===== src/rtl/vga_capture_if.sv =====
// Video input, capture control and byte-write memory bus for vga_capture.
// The master drives video/start/wr_ready; the slave (vga_capture) drives writes and status.
interface vga_capture_if;
    logic        pix_en;
    logic        de;
    logic        vsync;
    logic [7:0]  r;
    logic [7:0]  g;
    logic [7:0]  b;
    logic        start;
    logic        we;
    logic [31:0] address;
    logic [7:0]  wd;
    logic        wr_ready;
    logic        busy;
    logic        done;
    logic        overflow;

    modport master (
        output pix_en, de, vsync, r, g, b, start, wr_ready,
        input  we, address, wd, busy, done, overflow
    );

    modport slave (
        input  pix_en, de, vsync, r, g, b, start, wr_ready,
        output we, address, wd, busy, done, overflow
    );
endinterface


===== src/rtl/vga_capture.sv =====
// Single-frame window capture into byte memory; pixel reaches the bus 2 clks after push.
// Writes hold while wr_ready=0; pixels arriving with the FIFO full are dropped and flagged.
module vga_capture #(
    parameter int WIN_W       = 100,
    parameter int WIN_H       = 100,
    parameter int LINE_STRIDE = 300,
    parameter int FIFO_DEPTH  = 64
) (
    input  logic         clk,
    input  logic         reset,
    vga_capture_if.slave bus
);
    localparam int            AW      = $clog2(FIFO_DEPTH);
    localparam logic [AW:0]   DEPTH_L = (AW+1)'(FIFO_DEPTH);
    localparam logic [AW:0]   PTR_ONE = (AW+1)'(1);
    localparam logic [9:0]    WIN_W_L = 10'(WIN_W);
    localparam logic [9:0]    WIN_H_L = 10'(WIN_H);

    typedef struct packed {
        logic [31:0] base;
        logic [7:0]  r;
        logic [7:0]  g;
        logic [7:0]  b;
    } pix_t;

    typedef enum logic [1:0] {IDLE, ARMED, CAPTURE, DRAIN} cap_state_t;
    typedef enum logic [1:0] {W_IDLE, W_R, W_G, W_B} wr_state_t;

    cap_state_t  cap_state_q, cap_state_d;
    wr_state_t   wr_state_q, wr_state_d;
    logic [9:0]  x_q, x_d, y_q, y_d;
    logic        de_last_q, de_last_d;
    logic        vsync_last_q, vsync_last_d;
    logic        overflow_q, overflow_d;
    logic [AW:0] wptr_q, wptr_d, rptr_q, rptr_d;
    pix_t        cur_q, cur_d;
    pix_t        mem [FIFO_DEPTH];

    logic        empty, full, vsync_fall, push_req, push, pop, done;
    logic        we;
    logic [31:0] address;
    logic [7:0]  wd;
    pix_t        pix_in;

    always_comb begin
        empty        = (wptr_q == rptr_q);
        full         = ((wptr_q - rptr_q) == DEPTH_L);
        vsync_fall   = vsync_last_q & ~bus.vsync;
        vsync_last_d = bus.vsync;
        push_req     = (cap_state_q == CAPTURE) && bus.pix_en && bus.de &&
                       (x_q < WIN_W_L) && (y_q < WIN_H_L);
        // Fullness is judged on this cycle's pointers, so a same-cycle pop never makes room.
        push         = push_req && !full;
        pix_in.base  = 32'(y_q) * 32'(LINE_STRIDE) + 32'(x_q) * 32'd3;
        pix_in.r     = bus.r;
        pix_in.g     = bus.g;
        pix_in.b     = bus.b;
    end

    // Capture FSM and window position tracking.
    always_comb begin
        cap_state_d = cap_state_q;
        x_d         = x_q;
        y_d         = y_q;
        de_last_d   = de_last_q;
        overflow_d  = overflow_q;
        done        = 1'b0;
        case (cap_state_q)
            IDLE: begin
                if (bus.start) begin
                    cap_state_d = ARMED;
                    overflow_d  = 1'b0;
                end
            end
            ARMED: begin
                if (vsync_fall) begin
                    cap_state_d = CAPTURE;
                    x_d         = '0;
                    y_d         = '0;
                    de_last_d   = 1'b0;
                end
            end
            CAPTURE: begin
                if (bus.pix_en) begin
                    de_last_d = bus.de;
                    if (bus.de) begin
                        x_d = (x_q == 10'd1023) ? x_q : x_q + 10'd1;
                    end else if (de_last_q) begin
                        x_d = '0;
                        y_d = y_q + 10'd1;
                    end
                end
                if ((y_q == WIN_H_L) || vsync_fall) cap_state_d = DRAIN;
            end
            DRAIN: begin
                if (empty && (wr_state_q == W_IDLE)) begin
                    cap_state_d = IDLE;
                    done        = 1'b1;
                end
            end
            default: cap_state_d = IDLE;
        endcase
        if (push_req && full) overflow_d = 1'b1;
    end

    // Write FSM: one popped pixel becomes three byte writes, R then G then B.
    always_comb begin
        wr_state_d = wr_state_q;
        cur_d      = cur_q;
        pop        = 1'b0;
        we         = 1'b0;
        address    = '0;
        wd         = '0;
        case (wr_state_q)
            W_IDLE: begin
                if (!empty) begin
                    pop        = 1'b1;
                    cur_d      = mem[rptr_q[AW-1:0]];
                    wr_state_d = W_R;
                end
            end
            W_R: begin
                we      = 1'b1;
                address = cur_q.base;
                wd      = cur_q.r;
                if (bus.wr_ready) wr_state_d = W_G;
            end
            W_G: begin
                we      = 1'b1;
                address = cur_q.base + 32'd1;
                wd      = cur_q.g;
                if (bus.wr_ready) wr_state_d = W_B;
            end
            W_B: begin
                we      = 1'b1;
                address = cur_q.base + 32'd2;
                wd      = cur_q.b;
                if (bus.wr_ready) begin
                    if (!empty) begin
                        pop        = 1'b1;
                        cur_d      = mem[rptr_q[AW-1:0]];
                        wr_state_d = W_R;
                    end else begin
                        wr_state_d = W_IDLE;
                    end
                end
            end
            default: wr_state_d = W_IDLE;
        endcase
        wptr_d = push ? wptr_q + PTR_ONE : wptr_q;
        rptr_d = pop  ? rptr_q + PTR_ONE : rptr_q;
    end

    always_ff @(posedge clk or posedge reset) begin
        if (reset) begin
            cap_state_q  <= IDLE;
            wr_state_q   <= W_IDLE;
            x_q          <= '0;
            y_q          <= '0;
            de_last_q    <= 1'b0;
            vsync_last_q <= 1'b1;
            overflow_q   <= 1'b0;
            wptr_q       <= '0;
            rptr_q       <= '0;
            cur_q        <= '0;
        end else begin
            cap_state_q  <= cap_state_d;
            wr_state_q   <= wr_state_d;
            x_q          <= x_d;
            y_q          <= y_d;
            de_last_q    <= de_last_d;
            vsync_last_q <= vsync_last_d;
            overflow_q   <= overflow_d;
            wptr_q       <= wptr_d;
            rptr_q       <= rptr_d;
            cur_q        <= cur_d;
        end
    end

    // Storage needs no reset: the pointers define what is valid.
    always_ff @(posedge clk) begin
        if (push) mem[wptr_q[AW-1:0]] <= pix_in;
    end

    assign bus.we       = we;
    assign bus.address  = address;
    assign bus.wd       = wd;
    assign bus.busy     = (cap_state_q != IDLE);
    assign bus.done     = done;
    assign bus.overflow = overflow_q;
endmodule


===== src/flat_wrapper.sv =====
// flat-port wrapper written by rule: the top's interface ports become plain ports
module vga_capture_flat 
#(
    parameter int WIN_W       = 100,
    parameter int WIN_H       = 100,
    parameter int LINE_STRIDE = 300,
    parameter int FIFO_DEPTH  = 64
)
  (clk, reset, bus_pix_en, bus_de, bus_vsync, bus_r, bus_g, bus_b, bus_start, bus_wr_ready, bus_we, bus_address, bus_wd, bus_busy, bus_done, bus_overflow);
  vga_capture_if bus_i ();
  input  logic clk;
  input  logic reset;
  input wire logic [$bits(bus_i.pix_en)-1:0] bus_pix_en;
  input wire logic [$bits(bus_i.de)-1:0] bus_de;
  input wire logic [$bits(bus_i.vsync)-1:0] bus_vsync;
  input wire logic [$bits(bus_i.r)-1:0] bus_r;
  input wire logic [$bits(bus_i.g)-1:0] bus_g;
  input wire logic [$bits(bus_i.b)-1:0] bus_b;
  input wire logic [$bits(bus_i.start)-1:0] bus_start;
  input wire logic [$bits(bus_i.wr_ready)-1:0] bus_wr_ready;
  output wire logic [$bits(bus_i.we)-1:0] bus_we;
  output wire logic [$bits(bus_i.address)-1:0] bus_address;
  output wire logic [$bits(bus_i.wd)-1:0] bus_wd;
  output wire logic [$bits(bus_i.busy)-1:0] bus_busy;
  output wire logic [$bits(bus_i.done)-1:0] bus_done;
  output wire logic [$bits(bus_i.overflow)-1:0] bus_overflow;
  assign bus_i.pix_en = bus_pix_en;
  assign bus_i.de = bus_de;
  assign bus_i.vsync = bus_vsync;
  assign bus_i.r = bus_r;
  assign bus_i.g = bus_g;
  assign bus_i.b = bus_b;
  assign bus_i.start = bus_start;
  assign bus_i.wr_ready = bus_wr_ready;
  assign bus_we = bus_i.we;
  assign bus_address = bus_i.address;
  assign bus_wd = bus_i.wd;
  assign bus_busy = bus_i.busy;
  assign bus_done = bus_i.done;
  assign bus_overflow = bus_i.overflow;
  vga_capture #(.WIN_W(WIN_W), .WIN_H(WIN_H), .LINE_STRIDE(LINE_STRIDE), .FIFO_DEPTH(FIFO_DEPTH)) u_core (.clk(clk), .reset(reset), .bus(bus_i));
endmodule

===== config.mk =====
export PLATFORM = sky130hd
export DESIGN_NAME = vga_capture_flat
export DESIGN_NICKNAME = d
export VERILOG_FILES = /design/src/rtl/vga_capture_if.sv /design/src/rtl/vga_capture.sv /design/src/flat_wrapper.sv
export SDC_FILE = /design/constraint.sdc
export NUM_CORES = 2
export LEC_CHECK = 0
export CAP_MARGIN = 10
export CORE_UTILIZATION = 35
export CTS_CLUSTER_DIAMETER = 200
export DETAILED_ROUTE_END_ITERATION = 7
export DONT_BUFFER_PORTS = 1
export GPL_TIMING_DRIVEN = 0
export SYNTH_ARGS = -nofsm -noshare
export SYNTH_HDL_FRONTEND = slang
export SYNTH_SLANG_ARGS = --single-unit

===== constraint.sdc =====
create_clock -name clk -period 21 [get_ports clk]
set_clock_uncertainty 0.1 [all_clocks]
set_input_delay 6.3 -clock clk [delete_from_list [all_inputs] [get_ports clk]]
set_output_delay 6.3 -clock clk [all_outputs]
set_load 0.01 [all_outputs]

---- Word-level counts from Yosys, hierarchy flattened ----
Memory sizes are Yosys's and may differ from the RTL's.
Cells that the tools add are included.
operators by class
  magnitude comparators ................... 2
  bitwise operators ....................... 2
  reduce and logical (&&, ||, !) cells .... 24
  add/sub/neg operators ................... 8
  multipliers ............................. 2
  equality and inequality tests ........... 23
  mux-type cells .......................... 40
operators by type and width
  kind                   count
  $mux 56                2
  $pmux 56 s2            1
  $pmux 32 s3            1
  $mux 10                8
  $pmux 10 s2            2
  $add 32x1->32 const B  1
  $add 32x2->32 const B  1
  $pmux 8 s3             1
  $add 10x1->10 const B  2
  $add 19x12->20         1
  $lt 10x7->1 const B    2
  $mul 10x7->17 const B  1
  $mux 2                 8
  $ne 2x2->1 const B     8
  $pmux 2 s4             2
  $add 7x1->7 const B    2
  $mux 1                 13
  $mul 10x2->12 const B  1
  $eq 10x10->1 const B   1
  $eq 10x7->1 const B    1
  $reduce_and 5->1       2
  $reduce_bool 2->1      5
  $eq 2x2->1 const B     4
  $reduce_and 4->1       2
  17 further kinds       29
word-level totals
  memory bits (writable) .................. 2816
  memories kept ........................... 1
  flip-flop bits (word level) ............. 97
  logic and storage cells ................. 115
  output and inout port bits .............. 44
  input port bits ......................... 31
memories
  memory      depth  bits a word  rd ports  clocked after Yosys merged registers in  wr ports  line               RTL
  u_core.mem  64     44           1         0                                        1         vga_capture.sv:37  pix_t mem [FIFO_DEPTH];

---- Logic depth before layout (Yosys ltp) ----
  depth in word-level cells ............... 8
  gate-level depth with buffers ........... 18

---- Worst setup path before layout ----
Ideal clock, no wire load.
  kind .................................... input-to-reg
  from .................................... in bus_de
  to ...................................... mem u_core.mem[56][0] (netlist bit), enable pin
  arrival time ............................ 9.229 ns
  setup slack ............................. 11.225 ns
  buffers on the path ..................... 0
  cell stages on the path ................. 6
  required time ........................... 20.454 ns
  cell sequence ........................... nand2_1 -> nor4_1 -> o211ai_1 -> nor3_1 -> nand2_1 -> nor2_1
on the way
  word-level cells in the longest chain between the ends .. 6
RTL lines
  element                          line                RTL
  start: declaration               flat_wrapper.sv:14  input wire logic [$bits(bus_i.de)-1:0] bus_de;
  $logic_and 1x1->1 (2 in series)  vga_capture.sv:50   push_req = (cap_state_q == CAPTURE) && bus.pix_en && bus.de &&
  $logic_and 1x1->1                vga_capture.sv:51   (x_q < WIN_W_L) && (y_q < WIN_H_L);
  $logic_and 1x1->1                vga_capture.sv:53   push = push_req && !full;
  $mux 1                           vga_capture.sv:182  if (push) mem[wptr_q[AW-1:0]] <= pix_in;
  $mux 1 (implied by the code)     vga_capture.sv:182
  end: declaration                 vga_capture.sv:37
No other way between the ends.

---- Final worst setup path ----
  from .................................... reg u_core.rptr_q[1]
  to ...................................... out bus_done
on the way
  word-level cells in the longest chain between the ends .. 4
RTL lines
  element                   line                RTL
  start: declaration        vga_capture.sv:35   logic [AW:0] wptr_q, wptr_d, rptr_q, rptr_d;
  start signal: assignment  vga_capture.sv:175  rptr_q <= rptr_d;
  $eq 7x7->1                vga_capture.sv:46   empty = (wptr_q == rptr_q);
  $logic_and 1x1->1         vga_capture.sv:96   if (empty && (wr_state_q == W_IDLE)) begin
  $mux 1                    vga_capture.sv:96
  $mux 1                    vga_capture.sv:68   case (cap_state_q)
  end: declaration          flat_wrapper.sv:25  output wire logic [$bits(bus_i.done)-1:0] bus_done;
No other way between the ends.

==> qor.yml <==
timing:
  finalSetupViolCount: 0
  slew_violations: 0
  rsz0062_at_grt: "false"
  hold_violations: 0
  fin_ws_ns: 9.21
  relSlewSlack_pct: 11.3
  tns_ns: 0
  tightest_slew_ns: 1.33
  fmax_mhz: 84.8
  finalCriticalPeriod_ns: 11.79
  timing.final.crit_share_pct: 56.2
floorplan:
  start_util_pct: 35.2
  core_area_um2: 325000
  io_pins: 75
  rows: 209
  die-height_um: 573
  die_area_um2: 329000
  die-width_um: 573
clock_tree:
  post_cts_resized: 0
  clk_path_buf_depth: 4
  cts.sinks: 2901
  cts-htree-levels: 5
  hold_buffers: 0
  clock_latency_ns: 0.97
  cts-root-buf: "clkbuf_16"
  cts_tree: "done"
  numCtsBuffers: 316
  post_cts_buffers: 0
  path_clk_slew_ns: 0.06
synthesis:
  syn_area_um2: 114000
  synth.most_common_cell: "edfxtp_1"
  synth_cell_types: 67
  synth.ff_latch_count: 2901
  syn_avg_cell_area_um2: 21.3
  synthTopCellsByArea: "edfxtp_1, mux4_2, dfrtp_1, nand2_1, ha_1"
  synth-adder-area-share_pct: 1.31
  synth-edff-count: 2816
  synth-compound-area-share_pct: 1.78
  synth_ff_type: "edfxtp_1"
  yosys.area_share.simple_pct: 2.66
  synth_top_area_share_pct: 74.0
  synth_top_family_by_area: "multiplexers"
  synthTopCellsByCount: "edfxtp_1, mux4_2, nand2_1, a21oi_1, nor2_1"
  seq_area_frac_synth_pct: 75.9
  synth_xor_area_share_pct: 0.406
  synthMuxAreaShare_pct: 16.6
  yosysTopAreaCell: "edfxtp_1"
  netlist_instances: 5357
  yosysWarnings: 0
  async_flop_share_pct: 2.93
pwr:
  pwr_density_cell_nw_per_um2: 130
  leakagePower_nw: 42.6
  vdd_drop_max_mv: 0.120
  power_mw: 17.5
global_routing:
  grt_util_all_layers_pct: 19.0
  grt_pass1_vias: 57900
  grt_max_degree: 67
  grt_pass1_wl_mm: 443
  antenna_found_initial: 16
  grt-ovfl-total: 0
cells_and_area:
  syn_to_final_growth_pct: 17.2
  layout-drive-gt1-share_pct: 27.0
  fin_cells: 10400
  multiInputGateArea_um2: 26700
  stdcell_area_um2: 134000
  final-seq-area_um2: 86700
  nNetsFinal: 6003
  fillers: 27900
place:
  pre_cts_slack_ns: 10.32
  port_buffers: 0
  place_hpwl_mm: 213
  gp_congestion: 0.913
  post-place-cells: 9867
  dpl_cell_area_um2: 124000
run:
  drv_cap: 0
setup_path:
  crit_required_ns: 14.60
  critPathLaunchType: "flop"
  worst-setup-path-type: "reg -> out"
  crit_path_end_kind: "output pin"
  crit_fanout: 10
  crit_arrival_ns: 5.39
run_status:
  violations: "design-rule violations"
  status: "finished with violations"
routing:
  drt-vias-per-instance: 5.54
  vias: 57800
  dr.first_iter.drc_count: 7682
  firstDrtPassIters: 8
  routed_wl_mm: 316
  wl_per_cell_um: 30.3
  antenna_left: 0
  drc: 10
min_path:
  hp-class: "reg -> reg"
[routing by layer]
layer	vias to the layer above	global-route usage, %	wire length, um
met5	-	0	0
met3	586	3.70	26000
met2	2717	30.2	150000
met1	31300	25.9	127000
met4	0	7.68	13700
li1	23200	-	-
[layout by cell type (no fill, tap or decap), types with 11 or more instances in the layout]
| master | n |
|---|---|
| mux4_2 | 824 |
| buf_1 | 31 |
| nor2_4 | 65 |
| buf_2 | 90 |
| nand4_1 | 13 |
| bufinv_16 | 28 |
| diode_2 | 14 |
| clkinv_1 | 68 |
| buf_6 | 15 |
| a21oi_1 | 179 |
| dfrtp_1 | 83 |
| o22ai_1 | 29 |
| nand2_1 | 413 |
| nor2_1 | 111 |
| fa_1 | 20 |
| xor2_1 | 12 |
| buf_4 | 16 |
| o21ai_0 | 43 |
| edfxtp_1 | 2816 |
| buf_8 | 30 |
| clkbuf_1 | 199 |
| xnor2_1 | 28 |
| xnor2_2 | 12 |
| clkinv_2 | 54 |
| clkbuf_16 | 324 |
| mux2i_1 | 35 |
| conb_1 | 11 |
| o221ai_1 | 16 |
| buf_12 | 101 |
| nand3_1 | 28 |
| buf_16 | 36 |
| ha_1 | 86 |
| inv_1 | 68 |
| nor3_1 | 45 |
[critical path: stages, from the launching register on]
cell      delay, ns
dfrtp_1        0.37
buf_2          0.59
clkbuf_1       0.71
inv_1          0.23
clkbuf_1       0.45
clkbuf_1       0.52
ha_1           0.50
nand2_1        0.11
nor3_1         0.25
and4_1         0.65
[worst paths after layout]
check                                                   from                               end  slack, ns  cells past startpoint
worst min register to register   u_core.cur_q[6]$_DFFE_PP0P_       u_core.cur_q[6]$_DFFE_PP0P_       0.41                      2
worst max-delay path            u_core.rptr_q[1]$_DFFE_PP0P_                          bus_done       9.21                      9
worst max register to register  u_core.rptr_q[1]$_DFFE_PP0P_       u_core.mem[30][7]$_DFFE_PP_      13.83                     15
max in group asynchronous                              reset  u_core.wr_state_q[1]$_DFFE_PP0P_      14.94                      2
min in group asynchronous                              reset         u_core.x_q[2]$_DFFE_PP0P_       5.10                      1
worst min-delay path             u_core.cur_q[6]$_DFFE_PP0P_       u_core.cur_q[6]$_DFFE_PP0P_       0.41                      2
[cell type report]
class / instances / share of cell area [%]
clock buffers: 379 / 6.21
clock inverters: 171 / 1.16
inverters: 71 / 0.201
diodes: 14 / 0.0262
flip-flops and latches: 2901 / 64.8
repair buffers: 179 / 2.69
plain buffers: 287 / 0.954
multi-input cells: 2108 / 19.9
well taps: 4325 / 4.04
[registers in the layout, indices dropped and copies added, names as in the netlist]
name	count
u_core.mem	2816
u_core.cur_q	44
u_core.y_q	10
u_core.bus.overflow	1
u_core.rptr_q	7
u_core.cap_state_q	2
u_core.x_q	10
u_core.vsync_last_q	1
u_core.wptr_q	7
u_core.de_last_q	1
u_core.wr_state_q	2
[stage by stage]
step,hold slack (ns),utilization [%]
CTS,0.397,41.2
finish,0.409,41.2
detailed placement,0.383,38.2
global placement,0.377,36.9
global route,0.422,41.2
floorplan,0.355,-
[logic make-up after synthesis]
family	Yosys count
flops	2901
compound gates	342
simple gates	731
other cells	1
buf+inv	358
fa+ha+maj	108
mux	863
xor+xnor	53
[where the power goes]
group          internal [mW]  switching, mW
registers               6.60          0.109
logic                   2.07           3.28
clock network           3.16           2.24
Note: power is estimated with default switching activity, not from simulation.
